**config.mk**
```make
export PLATFORM = sky130hd
export DESIGN_NAME = tap_unloader_flat
export DESIGN_NICKNAME = d
export VERILOG_FILES = /design/src/rtl/tap_unloader_if.sv /design/src/rtl/tap_unloader.sv /design/src/flat_wrapper.sv
export SDC_FILE = /design/constraint.sdc
export NUM_CORES = 1
export LEC_CHECK = 0
export BUFFER_PORTS_ARGS = -buffer_cell sky130_fd_sc_hd__buf_2
export CORE_AREA = 2 2 145 147
export DETAILED_ROUTE_END_ITERATION = 16
export DIE_AREA = 0 0 147 149
export HOLD_SLACK_MARGIN = 0.06
export PLACE_DENSITY = 0.75
export SYNTH_ARGS = -nofsm -noshare
export SYNTH_HDL_FRONTEND = slang
export SYNTH_SLANG_ARGS = --single-unit
```
**constraint.sdc**
```tcl
create_clock -name clk -period 4.8 [get_ports clk]
set_clock_uncertainty 0.15 [all_clocks]
set_input_delay 0.24 -clock clk [delete_from_list [all_inputs] [get_ports clk]]
set_output_delay 0.24 -clock clk [all_outputs]
set_load 0.01 [all_outputs]
```
**src/rtl/tap_unloader_if.sv**
```systemverilog
// tap_unloader_if: parallel tap inputs, capture request and serial word stream of the tap unloader
interface tap_unloader_if #(parameter int DW = 14);
    logic [DW-1:0] x0, x1, x2, x3, x4, x5, x6, x7, x8, x9;
    logic          load;
    logic          dout_ready;
    logic [DW-1:0] dout;
    logic          dout_valid;
    logic          dout_last;
    logic [3:0]    dout_index;
    logic          busy;
    logic [7:0]    drop_cnt;
    modport master (
        output x0, x1, x2, x3, x4, x5, x6, x7, x8, x9, load, dout_ready,
        input  dout, dout_valid, dout_last, dout_index, busy, drop_cnt
    );
    modport slave (
        input  x0, x1, x2, x3, x4, x5, x6, x7, x8, x9, load, dout_ready,
        output dout, dout_valid, dout_last, dout_index, busy, drop_cnt
    );
endinterface

```
**src/rtl/tap_unloader.sv**
```systemverilog
// tap_unloader: snapshots parallel taps on load and streams them oldest-first with valid/ready
module tap_unloader #(
    parameter int DW    = 14,
    parameter int NTAPS = 10
) (
    input logic           clk,
    input logic           reset,
    tap_unloader_if.slave bus
);
    typedef enum logic {IDLE, SEND} state_t;
    state_t        state;
    logic [DW-1:0] xin  [0:9];
    logic [DW-1:0] snap [0:NTAPS-1];
    logic [DW-1:0] dout;
    logic [3:0]    idx;
    logic          last;
    logic [7:0]    drops;
    assign xin = '{bus.x0, bus.x1, bus.x2, bus.x3, bus.x4, bus.x5, bus.x6, bus.x7, bus.x8, bus.x9};
    assign bus.dout       = dout;
    assign bus.dout_index = idx;
    assign bus.dout_last  = last;
    assign bus.dout_valid = state == SEND;
    assign bus.busy       = state == SEND;
    assign bus.drop_cnt   = drops;
    // Capture/stream FSM: the word on dout is always the snapshot entry at idx, zeroed while idle
    always_ff @(posedge clk or posedge reset) begin
        if (reset) begin
            state <= IDLE;
            for (int i = 0; i < NTAPS; i++) snap[i] <= '0;
            dout  <= '0;
            idx   <= '0;
            last  <= 1'b0;
        end else begin
            case (state)
                IDLE: if (bus.load) begin
                    for (int i = 0; i < NTAPS; i++) snap[i] <= xin[i];
                    state <= SEND;
                    dout  <= xin[NTAPS-1];
                    idx   <= 4'(NTAPS - 1);
                    last  <= NTAPS == 1;
                end
                SEND: if (bus.dout_ready) begin
                    if (idx == 4'd0) begin
                        state <= IDLE;
                        dout  <= '0;
                        last  <= 1'b0;
                    end else begin
                        dout <= snap[idx - 4'd1];
                        idx  <= idx - 4'd1;
                        last <= idx == 4'd1;
                    end
                end
                default: state <= IDLE;
            endcase
        end
    end
    // Loads arriving mid-burst, including the final-transfer cycle, are dropped and counted up to 255
    always_ff @(posedge clk or posedge reset) begin
        if (reset) drops <= '0;
        else if (state == SEND && bus.load && drops != 8'hFF) drops <= drops + 8'd1;
    end
endmodule

```
**src/flat_wrapper.sv**
```systemverilog
// flat-port wrapper written by rule: the top's interface ports become plain ports
module tap_unloader_flat 
#(
    parameter int DW    = 14,
    parameter int NTAPS = 10
)
  (clk, reset, bus_x0, bus_x1, bus_x2, bus_x3, bus_x4, bus_x5, bus_x6, bus_x7, bus_x8, bus_x9, bus_load, bus_dout_ready, bus_dout, bus_dout_valid, bus_dout_last, bus_dout_index, bus_busy, bus_drop_cnt);
  tap_unloader_if #(.DW(DW)) bus_i ();
  input logic clk;
  input logic reset;
  input wire logic [$bits(bus_i.x0)-1:0] bus_x0;
  input wire logic [$bits(bus_i.x1)-1:0] bus_x1;
  input wire logic [$bits(bus_i.x2)-1:0] bus_x2;
  input wire logic [$bits(bus_i.x3)-1:0] bus_x3;
  input wire logic [$bits(bus_i.x4)-1:0] bus_x4;
  input wire logic [$bits(bus_i.x5)-1:0] bus_x5;
  input wire logic [$bits(bus_i.x6)-1:0] bus_x6;
  input wire logic [$bits(bus_i.x7)-1:0] bus_x7;
  input wire logic [$bits(bus_i.x8)-1:0] bus_x8;
  input wire logic [$bits(bus_i.x9)-1:0] bus_x9;
  input wire logic [$bits(bus_i.load)-1:0] bus_load;
  input wire logic [$bits(bus_i.dout_ready)-1:0] bus_dout_ready;
  output wire logic [$bits(bus_i.dout)-1:0] bus_dout;
  output wire logic [$bits(bus_i.dout_valid)-1:0] bus_dout_valid;
  output wire logic [$bits(bus_i.dout_last)-1:0] bus_dout_last;
  output wire logic [$bits(bus_i.dout_index)-1:0] bus_dout_index;
  output wire logic [$bits(bus_i.busy)-1:0] bus_busy;
  output wire logic [$bits(bus_i.drop_cnt)-1:0] bus_drop_cnt;
  assign bus_i.x0 = bus_x0;
  assign bus_i.x1 = bus_x1;
  assign bus_i.x2 = bus_x2;
  assign bus_i.x3 = bus_x3;
  assign bus_i.x4 = bus_x4;
  assign bus_i.x5 = bus_x5;
  assign bus_i.x6 = bus_x6;
  assign bus_i.x7 = bus_x7;
  assign bus_i.x8 = bus_x8;
  assign bus_i.x9 = bus_x9;
  assign bus_i.load = bus_load;
  assign bus_i.dout_ready = bus_dout_ready;
  assign bus_dout = bus_i.dout;
  assign bus_dout_valid = bus_i.dout_valid;
  assign bus_dout_last = bus_i.dout_last;
  assign bus_dout_index = bus_i.dout_index;
  assign bus_busy = bus_i.busy;
  assign bus_drop_cnt = bus_i.drop_cnt;
  tap_unloader #(.DW(DW), .NTAPS(NTAPS)) u_core (.clk(clk), .reset(reset), .bus(bus_i));
endmodule
```
# After elaboration in Yosys (flattened, before gate mapping)
# Index checks and enable logic that the tools add are counted.
# totals
register_bits	168
wordCells	50
# op_classes
reduce_logical	6
order_cmp	1
n_bitwise	2
n_eq_ne	5
n_addsub	2
mux	19
# ops
operator	count
$mux W14	5
$bmux W14 S4	1
$pmux W14 S2	1
$mux W4	3
$add A8 B1 Y8 const B	1
$ne A8 B8 Y1 const B	1
$pmux W4 S2	1
$mux W1	6
$ne A2 B2 Y1 const B	3
$ge A5 B5 Y1 const B	1
$not A4 Y5	1
$eq A4 B1 Y1 const B	1
$logic_not A4 Y1	1
$pmux W1 S2	2
$reduce_and A2 Y1	2
$sub A4 B1 Y4 const B	1
$reduce_and A3 Y1	1
$logic_and A1 B1 Y1	2
$not A1 Y1	1

# Depth between registers and ports, before layout
# logic_depth
word_depth	8
depth_mapped	9
mapped_depth_nobuf	6

# Least setup slack after synthesis
# Ideal clock, no wire load.
# synth_path
path_kind	reg2reg
startpoint	register u_core.idx[0] (netlist: u_core.bus.dout_index[0])
endpoint	register u_core.dout[0] (netlist: u_core.bus.dout[0])
slack_ns	2.532
setup_time_ns	0.110
path_stages_with_launch	9
t_arrival_ns	2.008
path_cell_list	dfrtp_1 > buf_6 > inv_1 > ha_1 > clkbuf_1 > clkbuf_1 > clkbuf_1 > a211oi_1 > o41ai_1
# synth_between
elab_chain_cells	8
# synth_lines
item	line_no	source
start: declaration	tap_unloader.sv:15	logic [3:0] idx;
start signal: assignment	tap_unloader.sv:39	idx <= 4'(NTAPS - 1);
start signal: assignment	tap_unloader.sv:49	idx <= idx - 4'd1;
$sub A4 B1 Y4	tap_unloader.sv:48	dout <= snap[idx - 4'd1];
$not A4 Y5 (implied by the code)	tap_unloader.sv:48	
$bmux W14 S4	tap_unloader.sv:48	
$mux W14 (implied by the code) (2 in a row)	tap_unloader.sv:48	
$mux W14 (*)	tap_unloader.sv:43	if (idx == 4'd0) begin
$mux W14 (*)	tap_unloader.sv:42	SEND: if (bus.dout_ready) begin
$pmux W14 S2 (*)	tap_unloader.sv:34	case (state)
end signal: assignment	tap_unloader.sv:38	dout <= xin[NTAPS-1];
end signal: assignment	tap_unloader.sv:48	
end: declaration	tap_unloader.sv:14	logic [DW-1:0] dout;
# Every way passes the cells marked *; elsewhere a longest branch is shown, timed or not. The select of a mux whose other input is x is not followed.
# A chain may end at the register's enable or synchronous reset.

# Final worst setup path
# layout_path
startpoint	register u_core.idx[1] (netlist: u_core.bus.dout_index[1])
endpoint	register u_core.dout[9] (netlist: u_core.bus.dout[9])
# The elaborated chain is that of the path after synthesis.

==> results.py <==
metrics = {
    "outcome": {
        "status": "completed",
    },
    "timing": {
        "hold_violations": 0,
        "rsz0062_at_grt": "false",
        "setup_tns_ns": 0,
        "min_period_over_period_pct": 66.2,
        "maxSlewViolCount": 0,
        "timing.fmax_ghz": 0.315,
        "setup_viol": 0,
        "worstMarginPinSlew_ns": 0.938,
        "post-route-min-period_ns": 3.18,
        "slew_headroom_pct": 37.4,
    },
    "worst_hold_path": {
        "hold_start": "u_core.snap[45]",
        "holdPathStages": 2,
        "hold_path_class": "reg2reg",
        "min_to": "u_core.snap[45]",
    },
    "floorplan": {
        "boundaryPins": 173,
        "num_rows": 53,
        "core-area_um2": 20600,
        "die_h_um": 149,
        "fp.dieW_um": 147,
        "start_util_pct": 38.8,
        "die-area_um2": 21900,
    },
    "worst_setup_path": {
        "cp_max_fo": 28,
        "arrival_ns": 3.36,
        "crit_path_start_kind": "flip-flop",
        "endpoint_kind": "flip-flop",
        "crit_type": "reg2reg",
        "ff2ff_setup_slack_ns": 1.62,
        "reg2reg_from": "u_core.bus.dout_index[1]",
        "worstRegToRegCells": 6,
        "critical_path_required_ns": 4.98,
        "r2r-end": "u_core.bus.dout[9]",
    },
    "cts": {
        "clock_sinks": 168,
        "post_cts_buffers": 0,
        "path_clk_slew_ns": 0.07,
        "cts_tree": "done",
        "ctsRootBufferMaster": "clkbuf_16",
        "clock_path_buffers": 2,
        "cts_resized": 0,
        "cts_buffers": 17,
        "cts_max_level": 4,
        "hold_buffers": 143,
        "clk_latency_ns": 0.44,
    },
    "finish": {
        "design_area_um2": 11100,
        "num-nets-final": 1322,
        "drive_gt1_share_pct": 21.9,
        "final_util_pct": 53.9,
        "nFillCells": 1839,
        "syn2layout_area_growth_pct": 39.0,
    },
    "grt": {
        "first_global_vias": 7734,
        "grt_pass1_wl_um": 40400,
        "antenna_found_initial": 2,
        "grt-ovfl-total": 0,
        "globalRouteTotalUtil_pct": 23.7,
        "grt_max_degree": 169,
    },
    "place": {
        "gp_routability_congestion": 0.875,
        "dp_hpwl_um": 15900,
        "io_buffers": 172,
        "place_area_um2": 9020,
    },
    "logic_synthesis": {
        "synth_edf_count": 0,
        "synth_xor_xnor_area_share_pct": 0.989,
        "syn_area_um2": 7970,
        "synthAdderAreaFrac_pct": 0.471,
        "synth-compound-area-share_pct": 10.5,
        "synth_top_family_by_area": "simple AND/OR/NAND/NOR gates",
        "synthesis.nets": 1041,
        "synth.area.mux_share_pct": 7.90,
        "synth.distinct_cells": 38,
        "ys.flop_type": "dfrtp_1",
        "yosys_warnings": 0,
        "synth-simple-area-share_pct": 23.8,
        "synthArstFlopShare_pct": 100,
        "synth_cells": 894,
        "synth_seq_cells": 168,
        "synth-seq-area-share_pct": 52.8,
        "postSynthAreaPerCell_um2": 8.91,
    },
    "drt": {
        "ant_nets": 0,
        "first_pass_iters": 5,
        "wl_per_cell_um": 17.6,
        "viasPerCell": 5.17,
        "routed_wl_um": 25800,
        "detail_route.iter0.violations": 660,
        "top_layer": "met4",
        "met1_length_um": 10600,
        "route.detailed.drc": 0,
        "via_count": 7569,
        "met2_length_um": 11900,
        "met3_length_um": 1630,
    },
    "power": {
        "ir_drop_uv": 339,
        "p_leak_nw": 5.56,
        "p_per_area_nw_per_um2": 635,
    },
    "run": {
        "maxCapViolCount": 0,
    },
}
[power breakdown]
group          switching (W)  leakage (nW)  internal [W]
logic                0.00182          3.17       0.00123
registers           0.000460          2.09       0.00207
clock network       0.000618         0.305      0.000834
total                0.00289          5.56       0.00414
[worst max path at each step]
| stage | from | end | slack (ns) | cells after the start |
|---|---|---|---|---|
| global placement | u_core.bus.dout_index[1] | u_core.bus.dout[10] | 1.79 | 6 |
| global route | u_core.bus.dout_index[1] | u_core.bus.dout[10] | 1.42 | 6 |
| detailed placement | u_core.bus.dout_index[1] | u_core.bus.dout[9] | 1.66 | 6 |
| finish | u_core.bus.dout_index[1] | u_core.bus.dout[9] | 1.62 | 6 |
| CTS | u_core.bus.dout_index[1] | u_core.bus.dout[9] | 1.66 | 6 |
| floorplan | reset | u_core.bus.busy | 2.27 | 1 |
[registers in the layout, summed over array words and instances, names as in the netlist]
register / flops
u_core.snap: 140
u_core.bus.dout_last: 1
u_core.bus.dout_index: 4
u_core.bus.drop_cnt: 8
u_core.bus.dout: 14
u_core.bus.busy: 1
[layer usage]
layer	global-route usage [%]	vias to the layer above
met5	0	-
li1	-	3519
met1	30.5	3577
met3	4.77	107
met4	14.4	0
met2	37.1	366
[stage by stage]
stage	setup WS (ns)	std cells	power, W	hold slack, ns
2_1_floorplan	2.27	894	0.00447	0.195
3_3_place_gp	1.79	1288	0.00531	0.282
3_5_place_dp	1.66	1288	0.00540	0.284
4_1_cts	1.66	1463	0.00695	0.327
5_1_grt	1.42	1465	0.00744	0.343
6_report	1.62	1465	0.00703	0.322
[layout make-up]
class / count / area [um^2] / share of cell area, %
flip-flops and latches: 168 / 4200 / 38.0
multi-input cells: 660 / 3500 / 31.6
repair buffers: 324 / 2380 / 21.5
clock buffers: 17 / 425 / 3.84
well taps: 275 / 344 / 3.11
clock inverters: 15 / 193 / 1.74
inverters: 4 / 18.8 / 0.169
diodes: 2 / 5.00 / 0.0452
[layout by cell type, fill, tap and decap left out, types with 3 or more instances in the layout]
cell type	n
o21a_1	14
buf_4	7
buf_2	172
o22ai_1	29
nand2_1	429
nand3_1	22
bufinv_16	3
nor2_1	8
dfrtp_1	168
inv_8	4
clkinv_2	3
a2111oi_0	5
clkbuf_16	17
a2111oi_2	9
o41ai_1	13
xor2_1	7
nor2b_1	13
dlygate4sd3_1	143
mux2i_1	28
nor3_1	3
o21ai_0	14
a211oi_1	13
mux2_2	31
inv_1	3
[cell usage after synthesis (all sizes together) (4+ instances only)]
library cell | count | area share (%)
buf | 19 | 1.3
inv | 4 | 0.19
xor2 | 7 | 0.77
a211oi | 13 | 1.2
nand3 | 22 | 1.4
clkbuf | 43 | 2.0
o22ai | 29 | 2.3
dfrtp | 168 | 53
o21a | 14 | 1.3
mux2 | 31 | 4.4
o41ai | 13 | 1.4
nor2 | 8 | 0.38
a2111oi | 14 | 2.2
o21ai | 15 | 0.94
mux2i | 28 | 3.5
nor2b | 14 | 1.1
nand2 | 429 | 20
[cells by family after synthesis]
| logic type | count (synthesis) |
|---|---|
| flip-flops | 168 |
| AND/OR/NAND/NOR | 482 |
| AO/OA/AOI/OAI | 107 |
| multiplexers | 59 |
| XOR/XNOR | 9 |
| buffers and inverters | 66 |
| adder cells (fa/ha/maj) | 3 |
[worst max-delay path, stage by stage (launching register included)]
cell	delay [ns]
dfrtp_1	0.46
inv_1	0.12
ha_2	0.87
nand2_1	0.64
a2111oi_0	0.57
o22ai_1	0.17
o41ai_1	0.09
(Power assumes the default switching activity.)
